File: src/rtl/mem_mshr_ctrl.sv
// mem_mshr_ctrl: miss-status holding controller for the MEM unit global-memory path.
//
// Each accepted stage-2 miss claims the lowest-index idle entry. The entry then counts
// down its miss latency and competes round-robin for the single fill/replay port into
// stage 3. Each accepted miss also raises a registered one-cycle negative-feedback pulse
// to the scoreboard. Combinational address probes report outstanding lines.
//
// Ports:
//   clk, rst                    clock, asynchronous active-high reset
//   alloc_*_i / alloc_ready_o   miss allocation handshake (valid & ready)
//   fill_*_o / fill_ready_i     fill port handshake (valid & ready)
//   neg_fb_*_o                  one-cycle replay request to the scoreboard
//   probe_addr_i / probe_hit_o  outstanding-line lookup (combinational)
//   occupancy_o                 registered count of non-idle entries
module mem_mshr_ctrl #(
   parameter int unsigned NUM_ENTRIES = 4,
   parameter int unsigned ADDR_W      = 27,
   parameter int unsigned LAT_W       = 5
) (
   input  logic                             clk,
   input  logic                             rst,
   input  logic                             alloc_valid_i,
   input  logic [ADDR_W-1:0]                alloc_addr_i,
   input  logic [LAT_W-1:0]                 alloc_latency_i,
   input  logic [2:0]                       alloc_warp_id_i,
   input  logic [1:0]                       alloc_scb_id_i,
   output logic                             alloc_ready_o,
   output logic                             fill_valid_o,
   output logic [ADDR_W-1:0]                fill_addr_o,
   output logic [2:0]                       fill_warp_id_o,
   output logic [1:0]                       fill_scb_id_o,
   input  logic                             fill_ready_i,
   output logic                             neg_fb_valid_o,
   output logic [2:0]                       neg_fb_warp_id_o,
   output logic [1:0]                       neg_fb_scb_id_o,
   input  logic [ADDR_W-1:0]                probe_addr_i,
   output logic                             probe_hit_o,
   output logic [$clog2(NUM_ENTRIES):0]     occupancy_o
);

   localparam int unsigned IDX_W = $clog2(NUM_ENTRIES);
   localparam int unsigned OCC_W = IDX_W + 1;

   typedef enum logic [1:0] {StIdle, StWait, StReady} ent_st_e;

   ent_st_e           st_q     [NUM_ENTRIES];
   ent_st_e           st_d     [NUM_ENTRIES];
   logic [LAT_W-1:0]  cnt_q    [NUM_ENTRIES];
   logic [LAT_W-1:0]  cnt_d    [NUM_ENTRIES];
   logic [ADDR_W-1:0] addr_q   [NUM_ENTRIES];
   logic [ADDR_W-1:0] addr_d   [NUM_ENTRIES];
   logic [2:0]        warp_q   [NUM_ENTRIES];
   logic [2:0]        warp_d   [NUM_ENTRIES];
   logic [1:0]        scb_q    [NUM_ENTRIES];
   logic [1:0]        scb_d    [NUM_ENTRIES];

   logic [IDX_W-1:0]  rr_ptr_q, rr_ptr_d;
   logic              hold_q, hold_d;
   logic [IDX_W-1:0]  hold_idx_q, hold_idx_d;
   logic [OCC_W-1:0]  occ_q, occ_d;
   logic              neg_valid_q, neg_valid_d;
   logic [2:0]        neg_warp_q, neg_warp_d;
   logic [1:0]        neg_scb_q, neg_scb_d;

   logic              alloc_found;
   logic [IDX_W-1:0]  alloc_idx;
   logic              gnt_found;
   logic [IDX_W-1:0]  gnt_idx;
   logic [IDX_W-1:0]  cand;
   logic              alloc_fire;
   logic              fill_fire;
   logic              hit;

   // Lowest-index idle entry, from registered state only.
   always_comb begin
      alloc_found = 1'b0;
      alloc_idx   = '0;
      for (int i = NUM_ENTRIES - 1; i >= 0; i--) begin
         if (st_q[i] == StIdle) begin
            alloc_found = 1'b1;
            alloc_idx   = IDX_W'(i);
         end
      end
   end

   // Round-robin grant. A presented-but-stalled entry stays granted so that a newly ready
   // entry between rr_ptr and the presented one cannot pre-empt it.
   always_comb begin
      gnt_found = 1'b0;
      gnt_idx   = '0;
      cand      = '0;
      if (hold_q) begin
         gnt_found = 1'b1;
         gnt_idx   = hold_idx_q;
      end else begin
         for (int k = 0; k < NUM_ENTRIES; k++) begin
            cand = rr_ptr_q + IDX_W'(k);
            if (!gnt_found && (st_q[cand] == StReady)) begin
               gnt_found = 1'b1;
               gnt_idx   = cand;
            end
         end
      end
   end

   always_comb begin
      hit = 1'b0;
      for (int i = 0; i < NUM_ENTRIES; i++) begin
         if ((st_q[i] != StIdle) && (addr_q[i] == probe_addr_i)) begin
            hit = 1'b1;
         end
      end
   end

   assign alloc_fire = alloc_valid_i & alloc_found;
   assign fill_fire  = gnt_found & fill_ready_i;

   assign alloc_ready_o    = alloc_found;
   assign fill_valid_o     = gnt_found;
   assign fill_addr_o      = addr_q[gnt_idx];
   assign fill_warp_id_o   = warp_q[gnt_idx];
   assign fill_scb_id_o    = scb_q[gnt_idx];
   assign neg_fb_valid_o   = neg_valid_q;
   assign neg_fb_warp_id_o = neg_warp_q;
   assign neg_fb_scb_id_o  = neg_scb_q;
   assign probe_hit_o      = hit;
   assign occupancy_o      = occ_q;

   always_comb begin
      for (int i = 0; i < NUM_ENTRIES; i++) begin
         st_d[i]   = st_q[i];
         cnt_d[i]  = cnt_q[i];
         addr_d[i] = addr_q[i];
         warp_d[i] = warp_q[i];
         scb_d[i]  = scb_q[i];
         case (st_q[i])
            StWait: begin
               // Saturating countdown; the last count moves straight to READY.
               if (cnt_q[i] <= LAT_W'(1)) begin
                  st_d[i]  = StReady;
                  cnt_d[i] = '0;
               end else begin
                  cnt_d[i] = cnt_q[i] - LAT_W'(1);
               end
            end
            StReady: begin
               if (fill_fire && (gnt_idx == IDX_W'(i))) begin
                  st_d[i] = StIdle;
               end
            end
            default: ;
         endcase
      end

      // Alloc targets an idle entry and fill a ready one, so they never collide.
      // Latency 0 or 1 makes the entry ready in the very next cycle.
      if (alloc_fire) begin
         if (alloc_latency_i <= LAT_W'(1)) begin
            st_d[alloc_idx]  = StReady;
            cnt_d[alloc_idx] = '0;
         end else begin
            st_d[alloc_idx]  = StWait;
            cnt_d[alloc_idx] = alloc_latency_i - LAT_W'(1);
         end
         addr_d[alloc_idx] = alloc_addr_i;
         warp_d[alloc_idx] = alloc_warp_id_i;
         scb_d[alloc_idx]  = alloc_scb_id_i;
      end

      rr_ptr_d   = fill_fire ? (gnt_idx + IDX_W'(1)) : rr_ptr_q;
      hold_d     = gnt_found & ~fill_ready_i;
      hold_idx_d = gnt_idx;

      occ_d = occ_q;
      if (alloc_fire && !fill_fire) begin
         occ_d = occ_q + OCC_W'(1);
      end else if (!alloc_fire && fill_fire) begin
         occ_d = occ_q - OCC_W'(1);
      end

      neg_valid_d = alloc_fire;
      neg_warp_d  = alloc_fire ? alloc_warp_id_i : neg_warp_q;
      neg_scb_d   = alloc_fire ? alloc_scb_id_i : neg_scb_q;
   end

   always_ff @(posedge clk or posedge rst) begin
      if (rst) begin
         for (int i = 0; i < NUM_ENTRIES; i++) begin
            st_q[i]   <= StIdle;
            cnt_q[i]  <= '0;
            addr_q[i] <= '0;
            warp_q[i] <= '0;
            scb_q[i]  <= '0;
         end
         rr_ptr_q    <= '0;
         hold_q      <= 1'b0;
         hold_idx_q  <= '0;
         occ_q       <= '0;
         neg_valid_q <= 1'b0;
         neg_warp_q  <= '0;
         neg_scb_q   <= '0;
      end else begin
         for (int i = 0; i < NUM_ENTRIES; i++) begin
            st_q[i]   <= st_d[i];
            cnt_q[i]  <= cnt_d[i];
            addr_q[i] <= addr_d[i];
            warp_q[i] <= warp_d[i];
            scb_q[i]  <= scb_d[i];
         end
         rr_ptr_q    <= rr_ptr_d;
         hold_q      <= hold_d;
         hold_idx_q  <= hold_idx_d;
         occ_q       <= occ_d;
         neg_valid_q <= neg_valid_d;
         neg_warp_q  <= neg_warp_d;
         neg_scb_q   <= neg_scb_d;
      end
   end

endmodule

File: config.mk
export PLATFORM = sky130hd
export DESIGN_NAME = mem_mshr_ctrl
export DESIGN_NICKNAME = d
export VERILOG_FILES = /design/src/rtl/mem_mshr_ctrl.sv
export SDC_FILE = /design/constraint.sdc
export NUM_CORES = 1
export LEC_CHECK = 0
export CAP_MARGIN = 20
export CORE_ASPECT_RATIO = 0.9
export CORE_MARGIN = 3
export CORE_UTILIZATION = 55
export DETAILED_ROUTE_END_ITERATION = 6
export DONT_BUFFER_PORTS = 1
export GPL_ROUTABILITY_DRIVEN = 0
export PLACE_DENSITY = 0.7
export SYNTH_ARGS = -nofsm -noshare
export SYNTH_HDL_FRONTEND = slang
export SYNTH_SLANG_ARGS = --single-unit
File: constraint.sdc
create_clock -name clk -period 7.1 [get_ports clk]
set_clock_uncertainty 0.15 [all_clocks]
set_input_delay 1.42 -clock clk [delete_from_list [all_inputs] [get_ports clk]]
set_output_delay 1.42 -clock clk [all_outputs]
set_load 0.03 [all_outputs]
== Word-level counts from Yosys, hierarchy flattened ==
Cells that the tools add are included.
Operators by class
  divide/modulo/power cells: 0
  reductions and logical operators: 29
  bitwise logic cells: 18
  multiply operators: 0
  magnitude comparators: 12
  equal/unequal tests: 19
  shifts and indexed selects: 0
  multiplexer cells: 84
  add/sub/neg operators: 11
Operators by type and width (count)
  $bwmux 108: 1
  $eq 27x27->1: 4
  $mux 27: 3
  $mux 2: 28
  $bmux 27 s2: 1
  $demux 27 s2: 1
  $mux 5: 9
  $mux 20: 2
  $le 5x1->1 const B: 5
  $sub 5x1->5 const B: 5
  $and 20x20->20: 1
  $bmux 2 s2: 5
  $bwmux 20: 1
  $eq 2x2->1 const B: 10
  $not 20->20: 1
  $ge 3x3->1 const B: 6
  $not 2->3: 6
  $mux 1: 16
  $mux 8: 2
  $pmux 2 s2: 4
  $mux 3: 5
  $logic_and 1x1->1: 14
  $bwmux 12: 1
  $demux 5 s2: 1
  18 further kinds: 41
Storage, ports and cells
  memory bits (writable): 0
  input port bits: 68
  latch bits: 0
  logic and storage cells: 200
  flip-flop bits (word level): 170
  memories kept: 0
  output and inout port bits: 44
  bits in read-only memories: 0

== Depth between registers and ports, before layout ==
Gate-level depths: netlist (run 1).
  depth in word-level cells: 26
  depth in mapped cells: 12
  mapped depth without buffers: 12

== Least setup slack after synthesis (run 1) ==
No wires, ideal clock.
  path type: input to output
  start: input probe_addr_i[23]
  end: output probe_hit_o
  slack: 2909 ps
  arrival time: 2621 ps
  cell stages on the path: 6
  buffers on the path: 1
  required time: 5530 ps
  cells stage by stage: clkbuf_1 -> xor2_1 -> nor4_1 -> nand4_1 -> nor4_1 -> or4_1
On the way
  longest elaborated chain between the ends: 6
  elaborated cells between the ends (all ways): 12
  classes of those cells: 4 x eq/ne; 4 x mux; 4 x reduce/logical
RTL lines
  start: declaration: RTL line 36  | input logic [ADDR_W-1:0] probe_addr_i,
  $eq 27x27->1: RTL line 109  | if ((st_q[i] != StIdle) && (addr_q[i] == probe_addr_i)) begin
  $logic_and 1x1->1: RTL line 109
  $mux 1 (3 in a row): RTL line 109
  $mux 1 (*): RTL line 109
  end: declaration: RTL line 37  | output logic probe_hit_o,
Every way passes the cells marked *; elsewhere a longest branch is shown, timed or not.

== Worst setup path in the final report (run 1) ==
  start: register st_q[0] (netlist bit)
  end: output fill_addr_o[26]
On the way
  longest elaborated chain between the ends: 22
  elaborated cells between the ends (all ways): 37
  classes of those cells: 4 x eq/ne; 26 x mux; 1 x bitwise; 6 x reduce/logical
RTL lines
  start: declaration: RTL line 46  | ent_st_e st_q [NUM_ENTRIES];
  start signal: indexed assignment: RTL line 189  | st_q[i] <= StIdle;
  start signal: indexed assignment: RTL line 204  | st_q[i] <= st_d[i];
  $bmux 2 s2: RTL line 98  | if (!gnt_found && (st_q[cand] == StReady)) begin
  $mux 2 (implied by the code) (2 in a row): RTL line 98
  $eq 2x2->1: RTL line 98
  $mux 1: RTL line 98
  $mux 1: RTL line 92  | if (hold_q) begin
  $logic_not 1->1: RTL line 98
  $logic_and 1x1->1: RTL line 98
  $mux 1: RTL line 98
  (+4 left out)
  $mux 1: RTL line 92
  $logic_not 1->1: RTL line 98
  $logic_and 1x1->1: RTL line 98
  $mux 2 (*): RTL line 98
  $mux 2 (*): RTL line 92
  $not 2->3 (implied by the code) (*): RTL line 120  | assign fill_addr_o = addr_q[gnt_idx];
  $bmux 27 s2 (*): RTL line 120
  $mux 27 (implied by the code) (*) (2 in a row): RTL line 120
  end: declaration: RTL line 29  | output logic [ADDR_W-1:0] fill_addr_o,
Every way passes the cells marked *; elsewhere a longest branch is shown, timed or not. The select of a mux whose other input is x is not followed.

==> results.md, run 1 <==
- Outcome: completed
- RSZ-0062 raised after global routing: false
- Top post-synthesis cells by count: dfrtp_1 (170), nand2_1 (142), mux2_2 (99), mux2i_1 (97), xor2_1 (67)
- CP Class: register to output port
- Detailed Routing Iterations Pass 1: 7
- Unique masters post-synth: 52
- Startpoint Class: register
- Routed len/inst: 22.7 um
- Arrival time at the worst endpoint: 3.68 ns
- Final Util: 61.2%
- # IOs: 112
- Area leader, netlist: dfrtp_1
- Fin. max-slew vios: 0
- Worst Max-Slew Pin Slew: 1.07 ns
- Layout cells sized above 1: 16.1%
- PwrDens: 539 mW/mm^2
- H-tree levels: 4
- Leak Pwr: 4.72 nW
- WP data required: 5.53 ns
- Number of global-route vias before repair: 6977
- Worst r2r src: st_q[3]
- Final hold violation count: 0
- Hold/Removal Path Class: register to register
- Setup bufs post-CTS: 0
- Placed cell count: 1096
- CTS root buffer: clkbuf_16
- Area Overhead vs Synth: 7.88%
- Reg-to-reg slack, setup: 3.10 ns
- Slew Limit Headroom: 28.9%
- DRC: 0
- I/O Buffers: 0
- Area occupied by multi-input gates: 0.00514 mm^2
- ANT cells: 0
- Post-synth EDFFs: 0
- Largest buffer count on any clock path: 2
- Core footprint: 0.0171 mm^2
- Fillers: 1393
- Die Y: 132 um
- Global route total overflow: 0
- Post-detail-place hpwl: 18200 um
- ANT nets after route: 0
- Final TNS setup: 0 ns
- Syn Std Cell Area: 0.00971 mm^2
- Hold Worst Slack: 0.332 ns
- MaxCap Viol Count: 0
- Total Wirelength: 25600 um
- Async set-or-reset flop fraction in the synthesized netlist: 100%
- Final net count: 972
- FF-to-FF path depth: 10
- VDD IR max: 0.000287 V
- Cts hold-fix bufs: 0
- Worst skew pair latency: 0.43 ns
- Die width: 146 um
- Reg-to-Reg End: occupancy_o[1]
- CTS clk-pin slew, worst paths: 0.07 ns
- Drt initial violations: 544
- Initial Utilization: 56.7%
- First-pass GRT wire length: 40000 um
- Top cells by area, synth: dfrtp_1 (44%), mux2_2 (11%), mux2i_1 (10%), xor2_1 (6.0%), xnor2_1 (5.5%)
- Ys Warns: 0
- Fin cells: 1128
- Initial antenna violation count: 0
- Top-count cell post-synth: dfrtp_1
- Sequential share of the synthesized area: 43.8%
- Fmax achieved: 191 MHz
- Yosys top cell area share: 43.8%
- Routed via count: 6862
- Final worst-path cycle share: 73.9%
- PostCTS Resize Cnt: 0
- CTS tree: built
- Mapped Avg Cell Area: 10.8 um^2
- Clock sinks: 170
- Row count: 45
- Mapped Cells: 898
- Area occupied by registers: 0.00425 mm^2
- Pwr Total: 5.65 mW
- Register bit total from synthesis: 170
- Setup violators final: 0
- Crit path launch: st_q[0]
- Largest net degree at the start of global routing: 94
- Syn_nets: 990
- CTS Buf Count: 17
- Crit. End Element: output port
- Top FF cell, synth: dfrtp_1
- Die area: 0.0193 mm^2
- CP max FO: 53
- Crit path to: fill_addr_o[26]
- Drt via density: 6.08
- Tmin final: 5.25 ns
- GRT Overall Usage: 26.8%
## how the worst min path moves through the flow
| stage | startpoint | endpoint | slack [ns] | depth (start not counted) |
|---|---|---|---|---|
| global route | warp_q[7] | warp_q[7] | 0.37 | 1 |
| finish | scb_q[0] | scb_q[0] | 0.33 | 2 |
| detailed placement | scb_q[1] | scb_q[1] | 0.32 | 2 |
| CTS | scb_q[1] | scb_q[1] | 0.33 | 2 |
| floorplan | scb_q[0] | scb_q[0] | 0.29 | 2 |
| global placement | warp_q[0] | warp_q[0] | 0.31 | 2 |
## layer usage
layer / vias up / GRT usage, % / wire (um)
li1: 3100 / - / -
met1: 3448 / 36.1 / 11000
met2: 274 / 40.8 / 11600
met3: 40 / 9.66 / 2440
met4: 0 / 8.67 / 544
met5: - / 0 / 0
## flip-flops by register name (all words and copies together), names as in the netlist, 2 cells and up
name              flops
st_q                  8
occupancy_o           3
neg_fb_warp_id_o      3
hold_idx_q            2
rr_ptr_q              2
neg_fb_scb_id_o       2
cnt_q                20
warp_q               12
scb_q                 8
addr_q              108
## power breakdown
group / total [mW] / switching [mW] / internal (mW)
registers: 1.90 / 0.466 / 1.43
clock network: 0.975 / 0.393 / 0.582
logic: 2.77 / 1.68 / 1.10
total: 5.65 / 2.53 / 3.11
## through the flow
stage / worst slack, ns / cell area [um^2]
global route: 1.71 / 10500
floorplan: 0.927 / 9710
global placement: 2.43 / 9840
CTS: 1.88 / 10500
detailed placement: 2.34 / 9860
finish: 1.85 / 10500
## kinds of logic after synthesis
| group | after synthesis | synth area share (%) |
|---|---|---|
| compound gates | 68 | 4.68 |
| xor+xnor | 128 | 11.5 |
| fa+ha+maj | 24 | 3.17 |
| buf+inv | 70 | 3.59 |
| flops | 170 | 43.8 |
| mux | 196 | 21.5 |
| simple gates | 242 | 11.7 |
## layout by cell type, fill, tap and decap left out, drive strengths merged, types with 2 or more instances in the layout
master,n
o22ai,14
nand4,16
and3,2
o21a,3
nand2b,14
clkbuf,22
mux2,99
nor2b,3
a21oi,14
clkinv,6
nor4,26
a31oi,5
ha,23
o21ai,11
inv,25
mux2i,97
nor2,13
bufinv,3
xor2,67
o31ai,2
o32ai,6
dfrtp,170
nor3,9
o211ai,2
nand2,142
clkinvlp,2
nand3,6
nand3b,3
a311o,2
buf,7
xnor2,61
nor4b,4
## layout make-up
| class | instances | area share (%) |
|---|---|---|
| Clock inverter | 10 | 1.35 |
| Timing Repair Buffer | 7 | 0.693 |
| Tap cell | 235 | 2.81 |
| Clock buffer | 22 | 4.53 |
| Multi-Input combinational cell | 658 | 49.0 |
| Sequential cell | 170 | 40.6 |
| Inverter | 26 | 1.00 |
## critical path: stages (launching register included)
cell	delay [ns]
dfrtp_1	0.42
nand2b_1	0.27
and4_1	0.26
o21ai_1	0.19
o311a_4	0.88
inv_4	0.34
mux2i_1	0.21
mux2i_1	0.63
No activity file was read; power rests on OpenSTA's default activity.
==> inputs of run 2 (changes only) <==
- clock period: 7.1 -> 5 ns (I/O delays scaled with it)
==> run 2 against run 1 <==
  * Worst setup slack lost 1.3 ns
  * First-iteration DRC count increased by 10%
  * Total power up 42%
  * Sequential power is 42% higher
  * Critical path depth stayed put
  * Utilization grew 0.13 points
  * Flip-flop and latch count did not move
  * Global-route usage increased by 0.49 points
  * Sequential share of layout area decreased by 0.087 points
  * Largest cell class unchanged
==> results.md, run 2 (synthesis gave the netlist of run 1 again) <==
- Slew Limit Headroom: 27.9%
- First-pass GRT wire length: 40900 um
- Max reg flops: 108
- Pwr Total: 8.02 mW
- Buf/Inv on CP: 1
- Area occupied by multi-input gates: 0.00514 mm^2
- Largest net degree at the start of global routing: 92
- Fmax achieved: 227 MHz
- Global route total overflow: 0
- Crit. End Element: output port
- ANT cells: 0
- Setup ws final: 0.591 ns
- CTS root buffer: clkbuf_16
- WP data required: 3.85 ns
- Clock network power share: 17.1%
- RSZ-0062 raised after global routing: false
- Initial Utilization: 56.7%
- Initial antenna violation count: 0
- Post-detail-place hpwl: 18700 um
- Worst skew pair latency: 0.43 ns
- Die width: 146 um
- Row count: 45
- # IOs: 112
- DRC: 0
- Top reg by flops: addr_q
- Final Util: 61.4%
- Fillers: 1402
- Die area: 0.0193 mm^2
- CTS tree: built
- Most frequent cells in the layout: dfrtp_1 (170), nand2_1 (142), mux2_2 (99)
- Area Overhead vs Synth: 8.12%
- Final TNS setup: 0 ns
- Cts hold-fix bufs: 0
- Routed via count: 6855
- Layout cells sized above 1: 16.8%
- CP Class: register to output port
- Outcome: completed
- CTS clk-pin slew, worst paths: 0.07 ns
- P_sw: 3.63 mW
- Logic pwr share: 49.3%
- Final hold violation count: 0
- Arrival time at the worst endpoint: 3.26 ns
- Fin. max-slew vios: 0
- PwrDens: 764 mW/mm^2
- Top flop regs: addr_q: 108 flops, cnt_q: 20 flops, warp_q: 12 flops
- PostCTS Resize Cnt: 0
- Area occupied by registers: 0.00425 mm^2
- Die Y: 132 um
- CP top delay family: multiplexers
- Worst path most repeated cell: mux2i_1
- Number of global-route vias before repair: 7101
- CTS Buf Count: 17
- Core footprint: 0.0171 mm^2
- Hold Worst Slack: 0.328 ns
- Sequential power share: 33.6%
- CP max stage cell: mux2i_1
- Setup bufs post-CTS: 0
- GRT Overall Usage: 27.3%
- CP max FO: 21
- Total Wirelength: 26000 um
- Detailed Routing Iterations Pass 1: 7
- Drt via density: 6.05
- Clock sinks: 170
- Crit-path cells: nand2b_1, and4_1, o21ai_1, o311a_4, buf_4, mux2i_1, mux2i_1
- Hold/Removal Path Class: register to register
- Place WS: 1.09 ns
- I/O Buffers: 0
- Tmin final: 4.41 ns
- VDD IR max: 0.000409 V
- Worst Max-Slew Pin Slew: 1.08 ns
- Startpoint Class: register
- CP peak stage delay: 0.64 ns
- Routed len/inst: 23.0 um
- Most common cell after layout, fill and taps aside: dfrtp_1
- Drt initial violations: 599
- Final worst-path cycle share: 88.2%
- Largest buffer count on any clock path: 2
- Internal Power: 4.39 mW
- Final net count: 977
- H-tree levels: 4
- Switch share: 45.3%
- Setup violators final: 0
- ANT nets after route: 0
- MaxCap Viol Count: 0
- Leak Pwr: 4.74 nW
[run 2: per-stage QoR]
step                      instance area [um^2]  cells
after global placement                    9890   1101
final                                    10500   1133
after detailed placement                  9890   1101
after CTS                                10500   1133
after floorplan                           9720    898
after global routing                     10500   1133
[run 2: power by group through the flow]
stage	combinational, mW	clock [mW]	sequential [mW]
floorplan	3.23	0	2.52
global placement	3.79	0	2.65
detailed placement	3.91	0	2.70
CTS	3.94	1.40	2.68
global route	4.24	1.46	2.78
finish	3.95	1.38	2.69
[run 2: metal layers]
metal,track usage [%],wire (um)
met1,37.4,11100
met4,8.73,562
met2,41.8,11900
met5,0,0
met3,8.56,2510
[run 2: final cells by class]
type | count | share of cell area [%]
clock buffers | 18 | 4.18
inverters | 26 | 0.989
well taps | 235 | 2.80
multi-input cells | 658 | 48.9
clock inverters | 14 | 1.62
repair buffers | 12 | 0.977
flip-flops and latches | 170 | 40.5
[run 2: worst paths after layout]
path	slack (ns)	cells after the start	to	start
min in group asynchronous	0.43	1	warp_q[5]	rst
max in group asynchronous	3.19	2	neg_fb_scb_id_o[0]	rst
min reg2reg	0.33	2	warp_q[2]	warp_q[2]
max reg2reg	1.36	10	occupancy_o[1]	st_q[3]
min	0.33	2	warp_q[2]	warp_q[2]
max	0.59	7	fill_addr_o[4]	st_q[0]
[run 2: tightest hold or removal path: cells and delay by family (launching register included)]
family	cells	cell delay, ns
flops	1	0.34
simple gates	2	0.11
==> inputs of run 3 (changes only) <==
- CORE_UTILIZATION: 55 -> 25
- PLACE_DENSITY: 0.7 -> unset
==> run 3 against run 2 <==
  * Flip-flop and latch count unchanged
  * Largest cell class unchanged
  * Worst setup slack worse by 0.061 ns
  * Critical path depth down 2
  * Maximum frequency down 1.4%
  * Final cell count up 26%
  * Total power up 4.6%
  * Critical path type unchanged
  * First-iteration DRC count down 36%
  * Utilization down 32 points
  * Global-route usage down 13 points
  * Via count down 2.7%
  * Wire length up 10%
  * Cell area up 5.0%
==> results.md, run 3 (synthesis gave the netlist of run 1 again) <==
- Routed via count: 6671
- # IOs: 112
- Reg-to-reg slack, setup: 1.53 ns
- CTS root buffer: clkbuf_16
- Outcome: completed
- Global route total overflow: 0
- Largest buffer count on any clock path: 2
- Area occupied by multi-input gates: 0.00514 mm^2
- Row count: 67
- Clock network power share: 18.0%
- Crit. End Element: output port
- Final Util: 29.2%
- PostCTS Resize Cnt: 0
- Worst r2r src: st_q[7]
- Initial antenna violation count: 0
- Fillers: 3882
- Worst Hold End: warp_q[1]
- Detailed Routing Iterations Pass 1: 4
- Setup bufs post-CTS: 0
- Reg-to-Reg End: occupancy_o[2]
- Leak Pwr: 4.82 nW
- VDD IR max: 0.000294 V
- Clock sinks: 170
- Hold/Removal Path Class: register to register
- Top flop regs: addr_q: 108 flops, cnt_q: 20 flops, warp_q: 12 flops
- ANT cells: 0
- PwrDens: 761 mW/mm^2
- Core footprint: 0.0378 mm^2
- Total Wirelength: 28700 um
- Tmin final: 4.47 ns
- CTS tree: built
- Cts hold-fix bufs: 0
- Worst skew pair latency: 0.44 ns
- Post-detail-place hpwl: 21600 um
- H-tree levels: 4
- CTS clk-pin slew, worst paths: 0.07 ns
- CP max FO: 18
- Worst Max-Slew Pin Slew: 1.08 ns
- Final hold violation count: 0
- First-pass GRT wire length: 42600 um
- Fmax achieved: 224 MHz
- Number of global-route vias before repair: 6752
- Most common cell after layout, fill and taps aside: dfrtp_1
- Die Y: 193 um
- RSZ-0062 raised after global routing: false
- Most frequent cells in the layout: dfrtp_1 (170), nand2_1 (141), mux2_2 (99)
- Internal Power: 4.66 mW
- Startpoint Class: register
- Area occupied by registers: 0.00425 mm^2
- I/O Buffers: 0
- CTS Buf Count: 17
- Setup violators final: 0
- P_sw: 3.73 mW
- Hold Worst Slack: 0.334 ns
- Max reg flops: 108
- Final worst-path cycle share: 89.4%
- Routed len/inst: 20.1 um
- Arrival time at the worst endpoint: 3.32 ns
- Initial Utilization: 25.7%
- GRT Overall Usage: 14.0%
- Area Overhead vs Synth: 13.5%
- Final TNS setup: 0 ns
- Largest net degree at the start of global routing: 171
- WP data required: 3.85 ns
- Logic pwr share: 50.3%
- Pwr Total: 8.39 mW
- WHS Path Cells: 2
- Fin cells: 1429
- Fin. max-slew vios: 0
- DRC: 0
- FF-to-FF path depth: 10
- Sequential power share: 31.8%
- Drt initial violations: 386
- Drt via density: 4.67
- Die width: 214 um
- MaxCap Viol Count: 0
- Layout cells sized above 1: 18.1%
- Final net count: 991
- ANT nets after route: 0
- CP Class: register to output port
- Slew Limit Headroom: 28.1%
- Die area: 0.0413 mm^2
- Switch share: 44.4%
- Hold wc startpoint: warp_q[1]
- Placed cell count: 1397
- Top reg by flops: addr_q
[run 3: cell types whose count changed in the layout (fill, tap and decap cells not counted)]
cell	delta
nand2_2	+1
inv_8	+3
clkinv_4	-2
nand2_1	-1
inv_6	-1
buf_4	+13
clkbuf_1	+1
bufinv_16	+2
buf_12	+1
clkinv_2	-4
clkbuf_8	-1
clkinvlp_4	+2
[run 3: layer usage]
metal | vias up | wire length (um) | track usage [%]
li1 | 3122 | - | -
met1 | 3343 | 12500 | 17.9
met2 | 163 | 12900 | 21.5
met3 | 43 | 2280 | 5.13
met4 | 0 | 979 | 5.87
met5 | - | 0 | 0
[run 3: stage by stage]
stage	setup WS, ns	area [um^2]
finish	0.530	11000
CTS	0.460	11000
global route	0.313	11000
global placement	1.07	10400
floorplan	1.65	9720
detailed placement	0.955	10400
[run 3: power by group through the flow]
stage	Sequential, mW	Combinational, mW	Clock (mW)
CTS	2.66	4.27	1.54
global route	2.75	4.56	1.60
floorplan	2.52	3.23	0
finish	2.66	4.22	1.51
global placement	2.67	4.18	0
detailed placement	2.68	4.25	0
[run 3: final cells by class]
| class | count | area share (%) |
|---|---|---|
| Multi-Input combinational cell | 658 | 46.6 |
| Tap cell | 517 | 5.87 |
| Sequential cell | 170 | 38.6 |
| Inverter | 26 | 0.942 |
| Timing Repair Buffer | 26 | 2.00 |
| Clock inverter | 14 | 2.11 |
| Clock buffer | 18 | 3.89 |
[run 3: worst max path at each step]
| stage | startpoint | to | cells past startpoint |
|---|---|---|---|
| after global routing | st_q[7] | fill_addr_o[7] | 5 |
| after detailed placement | st_q[6] | fill_addr_o[15] | 5 |
| after floorplan | probe_addr_i[23] | probe_hit_o | 6 |
| final | st_q[6] | fill_addr_o[15] | 5 |
| after global placement | st_q[0] | fill_addr_o[15] | 6 |
| after CTS | st_q[6] | fill_addr_o[15] | 5 |
[run 3: critical path, stage by stage (launching register included)]
cell	delay, ns
dfrtp_1	0.42
nor2b_1	0.36
o221ai_1	0.25
a31oi_4	0.85
buf_4	0.34
mux2i_1	0.65
